<file path="config.mk">
export PLATFORM = sky130hd
export DESIGN_NAME = alu_exec_ctrl
export DESIGN_NICKNAME = d
export VERILOG_FILES = /design/src/rtl/alu_exec_ctrl_pkg.sv /design/src/rtl/alu_exec_ctrl_regfile.sv /design/src/rtl/alu_exec_ctrl.sv
export SDC_FILE = /design/constraint.sdc
export NUM_CORES = 1
export LEC_CHECK = 0
export ABC_AREA = 1
export BUFFER_PORTS_ARGS = -buffer_cell sky130_fd_sc_hd__buf_2
export CAP_MARGIN = 30
export CELL_PAD_IN_SITES_DETAIL_PLACEMENT = 1
export CELL_PAD_IN_SITES_GLOBAL_PLACEMENT = 1
export CORE_MARGIN = 2
export CORE_UTILIZATION = 40
export DETAILED_ROUTE_END_ITERATION = 10
export PLACE_DENSITY_LB_ADDON = 0.1
export SLEW_MARGIN = 25
export SYNTH_ARGS = -nofsm -noshare
export SYNTH_HDL_FRONTEND = slang
export SYNTH_SLANG_ARGS = --single-unit
</file>
<file path="constraint.sdc">
create_clock -name clk_i -period 1.9 [get_ports clk_i]
set_input_delay 0 -clock clk_i [delete_from_list [all_inputs] [get_ports clk_i]]
set_output_delay 0 -clock clk_i [all_outputs]
set_load 0.01 [all_outputs]
</file>
<file path="src/rtl/alu_exec_ctrl_pkg.sv">
// Shared definitions for the execute-stage controller: ALU opcode
// encodings, controller state encodings and the legal-opcode check.
package alu_exec_ctrl_pkg;

  localparam logic [3:0] OP_ADD = 4'd0;
  localparam logic [3:0] OP_SUB = 4'd1;
  localparam logic [3:0] OP_MUL = 4'd2;
  localparam logic [3:0] OP_AND = 4'd3;
  localparam logic [3:0] OP_OR  = 4'd4;
  localparam logic [3:0] OP_XOR = 4'd5;
  localparam logic [3:0] OP_NOT = 4'd6;
  localparam logic [3:0] OP_EQ  = 4'd7;
  localparam logic [3:0] OP_NEQ = 4'd8;
  localparam logic [3:0] OP_LT  = 4'd9;
  localparam logic [3:0] OP_LTE = 4'd10;
  localparam logic [3:0] OP_GT  = 4'd11;
  localparam logic [3:0] OP_GTE = 4'd12;

  localparam logic [1:0] ST_IDLE = 2'd0;
  localparam logic [1:0] ST_EXEC = 2'd1;
  localparam logic [1:0] ST_RESP = 2'd2;

  // Listed explicitly so a future opcode added to the ALU does not
  // silently become legal here.
  function automatic logic op_legal(input logic [3:0] op);
    return op inside {OP_ADD, OP_SUB, OP_MUL, OP_AND, OP_OR, OP_XOR, OP_NOT,
                      OP_EQ, OP_NEQ, OP_LT, OP_LTE, OP_GT, OP_GTE};
  endfunction

endpackage

</file>
<file path="src/rtl/alu_exec_ctrl_regfile.sv">
// General register file: two async operand read ports, an async debug
// read port and two write ports. Port 0 (writeback) wins an address tie.
module alu_regfile
  import alu_exec_ctrl_pkg::*;
#(
  parameter int NREGS = 8,
  parameter int AW    = 3
) (
  input  logic          clk_i,
  input  logic          rst_ni,
  input  logic [AW-1:0] raddr0_i,
  output logic [31:0]   rdata0_o,
  input  logic [AW-1:0] raddr1_i,
  output logic [31:0]   rdata1_o,
  input  logic [AW-1:0] dbg_addr_i,
  output logic [31:0]   dbg_data_o,
  input  logic          we0_i,
  input  logic [AW-1:0] waddr0_i,
  input  logic [31:0]   wdata0_i,
  input  logic          we1_i,
  input  logic [AW-1:0] waddr1_i,
  input  logic [31:0]   wdata1_i
);

  logic [31:0] mem_q [NREGS];

  assign rdata0_o   = mem_q[raddr0_i];
  assign rdata1_o   = mem_q[raddr1_i];
  assign dbg_data_o = mem_q[dbg_addr_i];

  // Per-entry write with port 0 taking priority on a same-address collision
  always_ff @(posedge clk_i or negedge rst_ni) begin
    if (!rst_ni) begin
      for (int i = 0; i < NREGS; i++) mem_q[i] <= '0;
    end else begin
      for (int i = 0; i < NREGS; i++) begin
        if (we0_i && (waddr0_i == AW'(i)))      mem_q[i] <= wdata0_i;
        else if (we1_i && (waddr1_i == AW'(i))) mem_q[i] <= wdata1_i;
      end
    end
  end

endmodule

</file>
<file path="src/rtl/alu_exec_ctrl.sv">
// Execute-stage controller in front of the combinational ALU.
//   state   | meaning
//   IDLE    | ready for a command; operands loaded from regfile on accept
//   EXEC    | ALU settling on registered operands; result captured at edge
//   RESP    | response held until consumed; first cycle writes back
module alu_exec_ctrl
  import alu_exec_ctrl_pkg::*;
#(
  parameter int NREGS = 8,
  parameter int AW    = 3
) (
  input  logic          clk_i,
  input  logic          rst_ni,
  input  logic          cmd_valid_i,
  output logic          cmd_ready_o,
  input  logic [3:0]    cmd_op_i,
  input  logic [AW-1:0] cmd_rd_i,
  input  logic [AW-1:0] cmd_rs1_i,
  input  logic [AW-1:0] cmd_rs2_i,
  input  logic          ld_en_i,
  input  logic [AW-1:0] ld_addr_i,
  input  logic [31:0]   ld_data_i,
  input  logic [AW-1:0] dbg_addr_i,
  output logic [31:0]   dbg_data_o,
  output logic [31:0]   alu_a_o,
  output logic [31:0]   alu_b_o,
  output logic [3:0]    alu_sel_o,
  input  logic [31:0]   alu_out_i,
  input  logic          alu_over_i,
  input  logic          alu_under_i,
  output logic          rsp_valid_o,
  input  logic          rsp_ready_i,
  output logic [31:0]   rsp_data_o,
  output logic          rsp_over_o,
  output logic          rsp_under_o,
  output logic          rsp_illegal_o,
  output logic          sticky_over_o,
  output logic          sticky_under_o,
  input  logic          clr_sticky_i
);

  logic [1:0]    state_q, state_d;
  logic [AW-1:0] rd_q;
  logic [31:0]   alu_a_q, alu_b_q;
  logic [3:0]    alu_sel_q;
  logic [31:0]   rsp_data_q;
  logic          rsp_over_q, rsp_under_q, rsp_illegal_q;
  logic          wb_pending_q;
  logic          sticky_over_q, sticky_under_q;
  logic [31:0]   rs1_data, rs2_data;
  logic          wb_en, exec_illegal;

  assign cmd_ready_o    = (state_q == ST_IDLE);
  assign rsp_valid_o    = (state_q == ST_RESP);
  assign alu_a_o        = alu_a_q;
  assign alu_b_o        = alu_b_q;
  assign alu_sel_o      = alu_sel_q;
  assign rsp_data_o     = rsp_data_q;
  assign rsp_over_o     = rsp_over_q;
  assign rsp_under_o    = rsp_under_q;
  assign rsp_illegal_o  = rsp_illegal_q;
  assign sticky_over_o  = sticky_over_q;
  assign sticky_under_o = sticky_under_q;

  // wb_pending_q is high only in the first RESP cycle, so writeback happens once
  assign wb_en        = wb_pending_q & ~rsp_illegal_q;
  assign exec_illegal = ~op_legal(alu_sel_q);

  alu_regfile #(.NREGS(NREGS), .AW(AW)) u_regfile (
    .clk_i      (clk_i),
    .rst_ni     (rst_ni),
    .raddr0_i   (cmd_rs1_i),
    .rdata0_o   (rs1_data),
    .raddr1_i   (cmd_rs2_i),
    .rdata1_o   (rs2_data),
    .dbg_addr_i (dbg_addr_i),
    .dbg_data_o (dbg_data_o),
    .we0_i      (wb_en),
    .waddr0_i   (rd_q),
    .wdata0_i   (rsp_data_q),
    .we1_i      (ld_en_i),
    .waddr1_i   (ld_addr_i),
    .wdata1_i   (ld_data_i)
  );

  // Next-state logic: one operation in flight at a time
  always_comb begin
    state_d = state_q;
    case (state_q)
      ST_IDLE: if (cmd_valid_i) state_d = ST_EXEC;
      ST_EXEC: state_d = ST_RESP;
      ST_RESP: if (rsp_ready_i) state_d = ST_IDLE;
      default: state_d = ST_IDLE;
    endcase
  end

  // State, operand launch and result capture
  always_ff @(posedge clk_i or negedge rst_ni) begin
    if (!rst_ni) begin
      state_q       <= ST_IDLE;
      rd_q          <= '0;
      alu_a_q       <= '0;
      alu_b_q       <= '0;
      alu_sel_q     <= '0;
      rsp_data_q    <= '0;
      rsp_over_q    <= 1'b0;
      rsp_under_q   <= 1'b0;
      rsp_illegal_q <= 1'b0;
      wb_pending_q  <= 1'b0;
    end else begin
      state_q      <= state_d;
      wb_pending_q <= 1'b0;
      if (state_q == ST_IDLE && cmd_valid_i) begin
        rd_q      <= cmd_rd_i;
        alu_a_q   <= rs1_data;
        alu_b_q   <= rs2_data;
        alu_sel_q <= cmd_op_i;
      end
      if (state_q == ST_EXEC) begin
        wb_pending_q  <= 1'b1;
        rsp_illegal_q <= exec_illegal;
        rsp_data_q    <= exec_illegal ? '0 : alu_out_i;
        rsp_over_q    <= alu_over_i & ~exec_illegal;
        rsp_under_q   <= alu_under_i & ~exec_illegal;
      end
    end
  end

  // Sticky flags: a set in the RESP entry cycle overrides a concurrent clear
  always_ff @(posedge clk_i or negedge rst_ni) begin
    if (!rst_ni) begin
      sticky_over_q  <= 1'b0;
      sticky_under_q <= 1'b0;
    end else begin
      sticky_over_q  <= (sticky_over_q & ~clr_sticky_i) | (wb_pending_q & rsp_over_q);
      sticky_under_q <= (sticky_under_q & ~clr_sticky_i) | (wb_pending_q & rsp_under_q);
    end
  end

endmodule

</file>
## Word level (Yosys, flattened, before mapping)

Index checks and enable logic that the tools add are counted.

| word-level totals | value |
|---|---|
| register bits after elaboration | 367 |
| latch bits | 0 |
| RAM bits | 0 |
| memory bits (read-only) | 0 |
| bits of input ports | 91 |
| logic and storage cells | 129 |
| memories kept | 0 |

| cells by class | value |
|---|---|
| add/sub/neg operators | 0 |
| $mul | 0 |
| divide/modulo/power cells | 0 |
| magnitude comparators | 3 |
| equality and inequality tests | 30 |
| shift operators | 0 |
| muxes and demuxes | 30 |
| bitwise gates (word level) | 15 |
| reductions and logical operators | 31 |

Operators with widths:

| cell | count |
|---|---|
| 32-bit two-way mux | 23 |
| 32-bit binary-select mux with 3-bit select | 3 |
| 3-bit equality test, second input constant | 8 |
| 4-bit equality test, second input constant | 5 |
| 1-bit logical AND | 17 |
| 4-bit by 3-bit equality test with 1-bit output, second input constant | 4 |
| 2-bit nonzero test | 8 |
| 13-bit nonzero test | 1 |
| 3-bit by 2-bit equality test with 1-bit output, second input constant | 4 |
| 4-bit >= comparator, second input constant | 3 |
| 3-bit inverter with 4-bit output | 3 |
| 4-bit by 2-bit equality test with 1-bit output, second input constant | 2 |
| 1-bit bitwise AND | 7 |
| 3-bit by 1-bit equality test with 1-bit output, second input constant | 2 |
| 3-bit logical NOT | 2 |
| 2-bit case mux with 3 select lines | 1 |
| 4-bit by 1-bit equality test with 1-bit output, second input constant | 1 |
| 4-bit logical NOT | 1 |
| 2-bit two-way mux | 2 |
| 1-bit inverter | 3 |
| 2-bit by 1-bit equality test with 1-bit output, second input constant | 1 |
| 2-bit equality test, second input constant | 1 |
| 2-bit logical NOT | 1 |
| 2-bit by 1-bit != test with 1-bit output, second input constant | 1 |
| 4 further kinds | 5 |

## Logic depth before layout (Yosys ltp)

| logic depth | value |
|---|---|
| depth in word-level cells | 4 |
| gate-level depth with buffers | 8 |
| depth with buffers taken out | 7 |

## By module

From an unflattened synthesis, not the netlist that was laid out.

| unflattened totals | value |
|---|---|
| cell total of the unflattened synthesis | 4326 |
| area, all modules | 25298.0 µm² |

By module, submodules not included:

| module | times used | cells each | area each (µm²) | seq. area each (µm²) |
|---|---|---|---|---|
| alu_regfile | 1 | 3774 | 20728.6 | 6406.1 |
| alu_exec_ctrl | 1 | 552 | 4569.4 | 2777.7 |

## Worst setup path before layout

No wires, ideal clock.

| timing | value |
|---|---|
| path kind | reg-to-reg |
| start | register rsp_illegal_q, in the netlist rsp_illegal_o |
| end | register u_regfile.mem_q[33] (netlist bit) |
| arrival time | 1.260 ns |
| data required time | 1.776 ns |
| path slack | 0.516 ns |
| stages on the path, launching flop included | 8 |
| path buffers | 1 |
| period minus slack after synthesis | 1.384 ns |
| cells stage by stage | dfrtp_1 -> nor2_4 -> nand2_1 -> nor2_2 -> nor2_1 -> buf_2 -> nand2_1 -> nand3_1 |

| on the way | value |
|---|---|
| longest elaborated chain between the ends | 4 |
| elaborated cells on any way between the ends | 5 |
| those cells by class | mux (1); bitwise (2); reduce/logical (2) |

Ends and longest elaborated chain:

| what | line | text |
|---|---|---|
| start, declared | alu_exec_ctrl.sv:47 | `logic rsp_over_q, rsp_under_q, rsp_illegal_q;` |
| start signal, assigned | alu_exec_ctrl.sv:121 | `rsp_illegal_q <= exec_illegal;` |
| 1-bit inverter (*) | alu_exec_ctrl.sv:66 | `assign wb_en = wb_pending_q & ~rsp_illegal_q;` |
| 1-bit bitwise AND (*) | alu_exec_ctrl.sv:66 |  |
| 1-bit logical AND (*) | alu_exec_ctrl_regfile.sv:37 | `if (we0_i && (waddr0_i == AW'(i))) mem_q[i] <= wdata0_i;` |
| 32-bit two-way mux or 2-bit nonzero test (tied branches) | n/a |  |
| end signal, assigned by index | alu_exec_ctrl_regfile.sv:37 |  |
| end signal, assigned by index | alu_exec_ctrl_regfile.sv:38 | `else if (we1_i && (waddr1_i == AW'(i))) mem_q[i] <= wdata1_i;` |
| end, declared | alu_exec_ctrl_regfile.sv:25 | `logic [31:0] mem_q [NREGS];` |

Mark *: on every way between the ends. The rest lies on a longest branch, timed or not.
A chain may end at the register's enable or synchronous reset.

## Final worst setup path

| timing | value |
|---|---|
| start | register wb_pending_q |
| end | register u_regfile.mem_q[56] (netlist bit) |

| on the way | value |
|---|---|
| longest elaborated chain between the ends | 3 |
| elaborated cells on any way between the ends | 4 |
| those cells by class | mux (1); bitwise (1); reduce/logical (2) |

Ends and longest elaborated chain:

| what | line | text |
|---|---|---|
| start, declared | alu_exec_ctrl.sv:48 | `logic wb_pending_q;` |
| start signal, assigned | alu_exec_ctrl.sv:109 | `wb_pending_q <= 1'b0;` |
| start signal, assigned | alu_exec_ctrl.sv:112 | `wb_pending_q <= 1'b0;` |
| start signal, assigned | alu_exec_ctrl.sv:120 | `wb_pending_q <= 1'b1;` |
| 1-bit bitwise AND (*) | alu_exec_ctrl.sv:66 |  |
| 1-bit logical AND (*) | alu_exec_ctrl_regfile.sv:37 |  |
| 32-bit two-way mux or 2-bit nonzero test (tied branches) | n/a |  |

Marked as above.

==> impl_metrics.ini <==
[status]
status = finished clean

[synthesis]
synth-main-ff-cell = dfrtp_1
synth_common_cells = nand2_1, nand3_1, dfrtp_1, inv_1, clkbuf_1
synth_edf_count = 0
synthArstFlopShare_pct = 100.0
syn_inst = 3556
yosysWarningCount = 0
synth_area_sq_mm = 0.02323
synth_area_per_cell_sq_um = 6.534
synth_top_area_share_pct = 39.53
seq_area_frac_synth_pct = 39.53
synth_area_leader_cell = dfrtp_1
synthDistinctLibCells = 20
synthTopCellsByArea = dfrtp_1, nand2_1, nand3_1
yosys.cell_count.top_type = nand2_1
synth_seq_cells = 367
postSynthNetCount = 3647

[die]
fp-row-count = 88
die_w_um = 245.0
die_h_um = 245.0
ioPinCount = 230
initial_core_util_pct = 40.35
dieArea_sq_mm = 0.06003
core_area_sq_mm = 0.05759

[sta]
finalHoldViolations = 0
max-slew-margin-rel_pct = 48.91
final-setup-viol-count = 0
fin_skew_ps = 17.67
fin_ws_ps = 77.59
tightest_slew_ps = 766.4
drv_slew = 0
min_period_ps = 1822
finalCritPeriodShare_pct = 95.92
rsz0062_at_grt = false
fmax_ghz = 0.5487

[global_route]
grt_pass1_wl_mm = 176.5
grt.overflow.total = 0
grt_max_degree = 84
grt_use_total_pct = 38.77
grt_pass1_vias = 28830
grt_antenna_before_repair = 2

[clock_tree]
cts_tree = done
h-tree-depth = 2
cts.sinks = 367
cts_root_buffer = clkbuf_16
cts_max_path_buffers = 3
clk_latency_ps = 610
cts_buffers = 46
clkTransAtPathRegs_ps = 60

[min_path]
hold_class = in -> reg

[setup_path]
reg2reg_to = u_regfile.mem_q[56]$_DFFE_PN0P_
cp-end-kind = register
path_max_fanout = 19
rrSetupSlack_ps = 80
worstPathArrival_ps = 2360
startpoint = wb_pending_q$_DFF_PN0_
crit_type = reg -> reg
critPathCapture = u_regfile.mem_q[56]$_DFFE_PN0P_
reg2reg_from = wb_pending_q$_DFF_PN0_
start_kind = register
reg2reg_depth = 9
cp_data_required_time_ps = 2440

[power_and_ir_drop]
power_mw = 39.54
cellPowerDensity_mw_per_mm2 = 1408
power_leakage_nw = 14.18
vdd.ir_drop.worst_mv = 1.214

[final_layout]
final_util_pct = 48.76
drive_gt1_share_pct = 12.89
fin_nets = 3812
area_growth_pct = 20.86

[route]
routed_wl_mm = 117.0
route.detailed.drc = 0
vias = 27330
viasPerCell = 6.042
drtIter0Drc = 2670
dr.pass1.iters = 6
wl_per_cell_um = 25.87
drtAntennaViolNets = 0

[placement]
dp_slack_ps = -109.5
numPortBuffers = 229
gp_congestion = 0.8700
hpwl_mm = 73.32

[job]
max-cap-violations = 0
-- state kept, by name (all words and copies together) (netlist names), 2 cells and up --
register and count:
u_regfile.mem_q 256, alu_a_o 32, alu_b_o 32, rsp_data_o 32, alu_sel_o 4, rd_q 3
state_q 2
-- cell type report --
cell class | count | area [sq um]
fillers | 7494 | 29500
multi-input cells | 2576 | 11710
flip-flops and latches | 367 | 9184
repair buffers | 441 | 3571
clock buffers | 74 | 1490
inverters | 289 | 1092
well taps | 765 | 957.2
clock inverters | 9 | 73.82
diodes | 2 | 5.005
-- critical path: stages (launching register included) --
cell     delay (ps)
dfrtp_1         380
inv_2            80
nor2_4           40
buf_4           150
nand2_1         170
nor2_4           60
nor2_4          440
buf_16          240
nand2_1          90
nand3_1          80
-- timing repair --
action / 4_1_cts / 5_1_grt
endpoints found under the setup margin: 38 / 24
pin swaps: 1 / 1
cloned: 1 / 0
hold endpoints to repair: 674 / 0
buffers inserted: 2 / 2
hold buffers: 78 / 0
gates resized for setup: 3 / 2
-- per-layer routing --
layer  track usage [%]  vias to the layer above  part of all wire (%)
met1             50.58                    13770                    41
met5                 0                        -                     0
met2             62.88                     1359                    46
met3             5.620                      360                   7.7
li1                  -                    11840                     -
met4             19.26                        0                   5.1
-- worst min path at each step --
stage                                endpoint  depth (start not counted)         start  slack (ps)
finish                alu_a_o[17]$_DFFE_PN0P_                          5  cmd_rs1_i[2]          40
global route           alu_a_o[9]$_DFFE_PN0P_                          5  cmd_rs1_i[2]          40
CTS                   alu_a_o[17]$_DFFE_PN0P_                          5  cmd_rs1_i[2]           3
detailed placement  rsp_data_o[6]$_DFFE_PN0P_                          1        rst_ni         -70
global placement    rsp_data_o[6]$_DFFE_PN0P_                          1        rst_ni         -70
floorplan              alu_a_o[0]$_DFFE_PN0P_                          0        rst_ni        -300
-- where the power goes --
part           leakage (nW)  internal (mW)  switching (mW)
Clock                 0.782           5.47            3.75
Combinational          8.85           5.47            9.96
Sequential             4.55           11.4            3.50
Total                  14.2           22.3            17.2
-- cell usage in the layout, fill, tap and decap left out, drive strengths merged --
cell type    synthesis  routed
a21oi              128     128
a22o                32      32
buf                143     364
bufinv               0       1
clkbuf             182      74
clkinv               0       9
dfrtp              367     367
diode                0       2
dlygate4sd3          0      77
inv                289     288
nand2             1284    1284
nand3              899     899
nand4                1       1
nor2                31      32
o211ai              64      64
o21ai              134     134
o22ai                2       2
-- per-stage QoR --
step	setup TNS [ps]	hold slack [ps]	std cells	cell area (sq um)
finish	0	35.77	4523	28080
global route	0	39.25	4523	28080
CTS	0	3.344	4519	28040
detailed placement	-2149	-66.47	4355	25640
global placement	-227.3	-65.04	4353	25590
floorplan	0	-295.6	3556	23230
-- cell families (layout without fill, tap and decap cells) --
logic type | count (synthesis) | count (layout) | synth area share, %
other | 0 | 2 | 0
AO/OA/AOI/OAI | 360 | 360 | 8.972
buffers and inverters | 614 | 813 | 10.65
AND/OR/NAND/NOR | 2215 | 2216 | 40.85
flip-flops | 367 | 367 | 39.53
(Power assumes the default switching activity.)
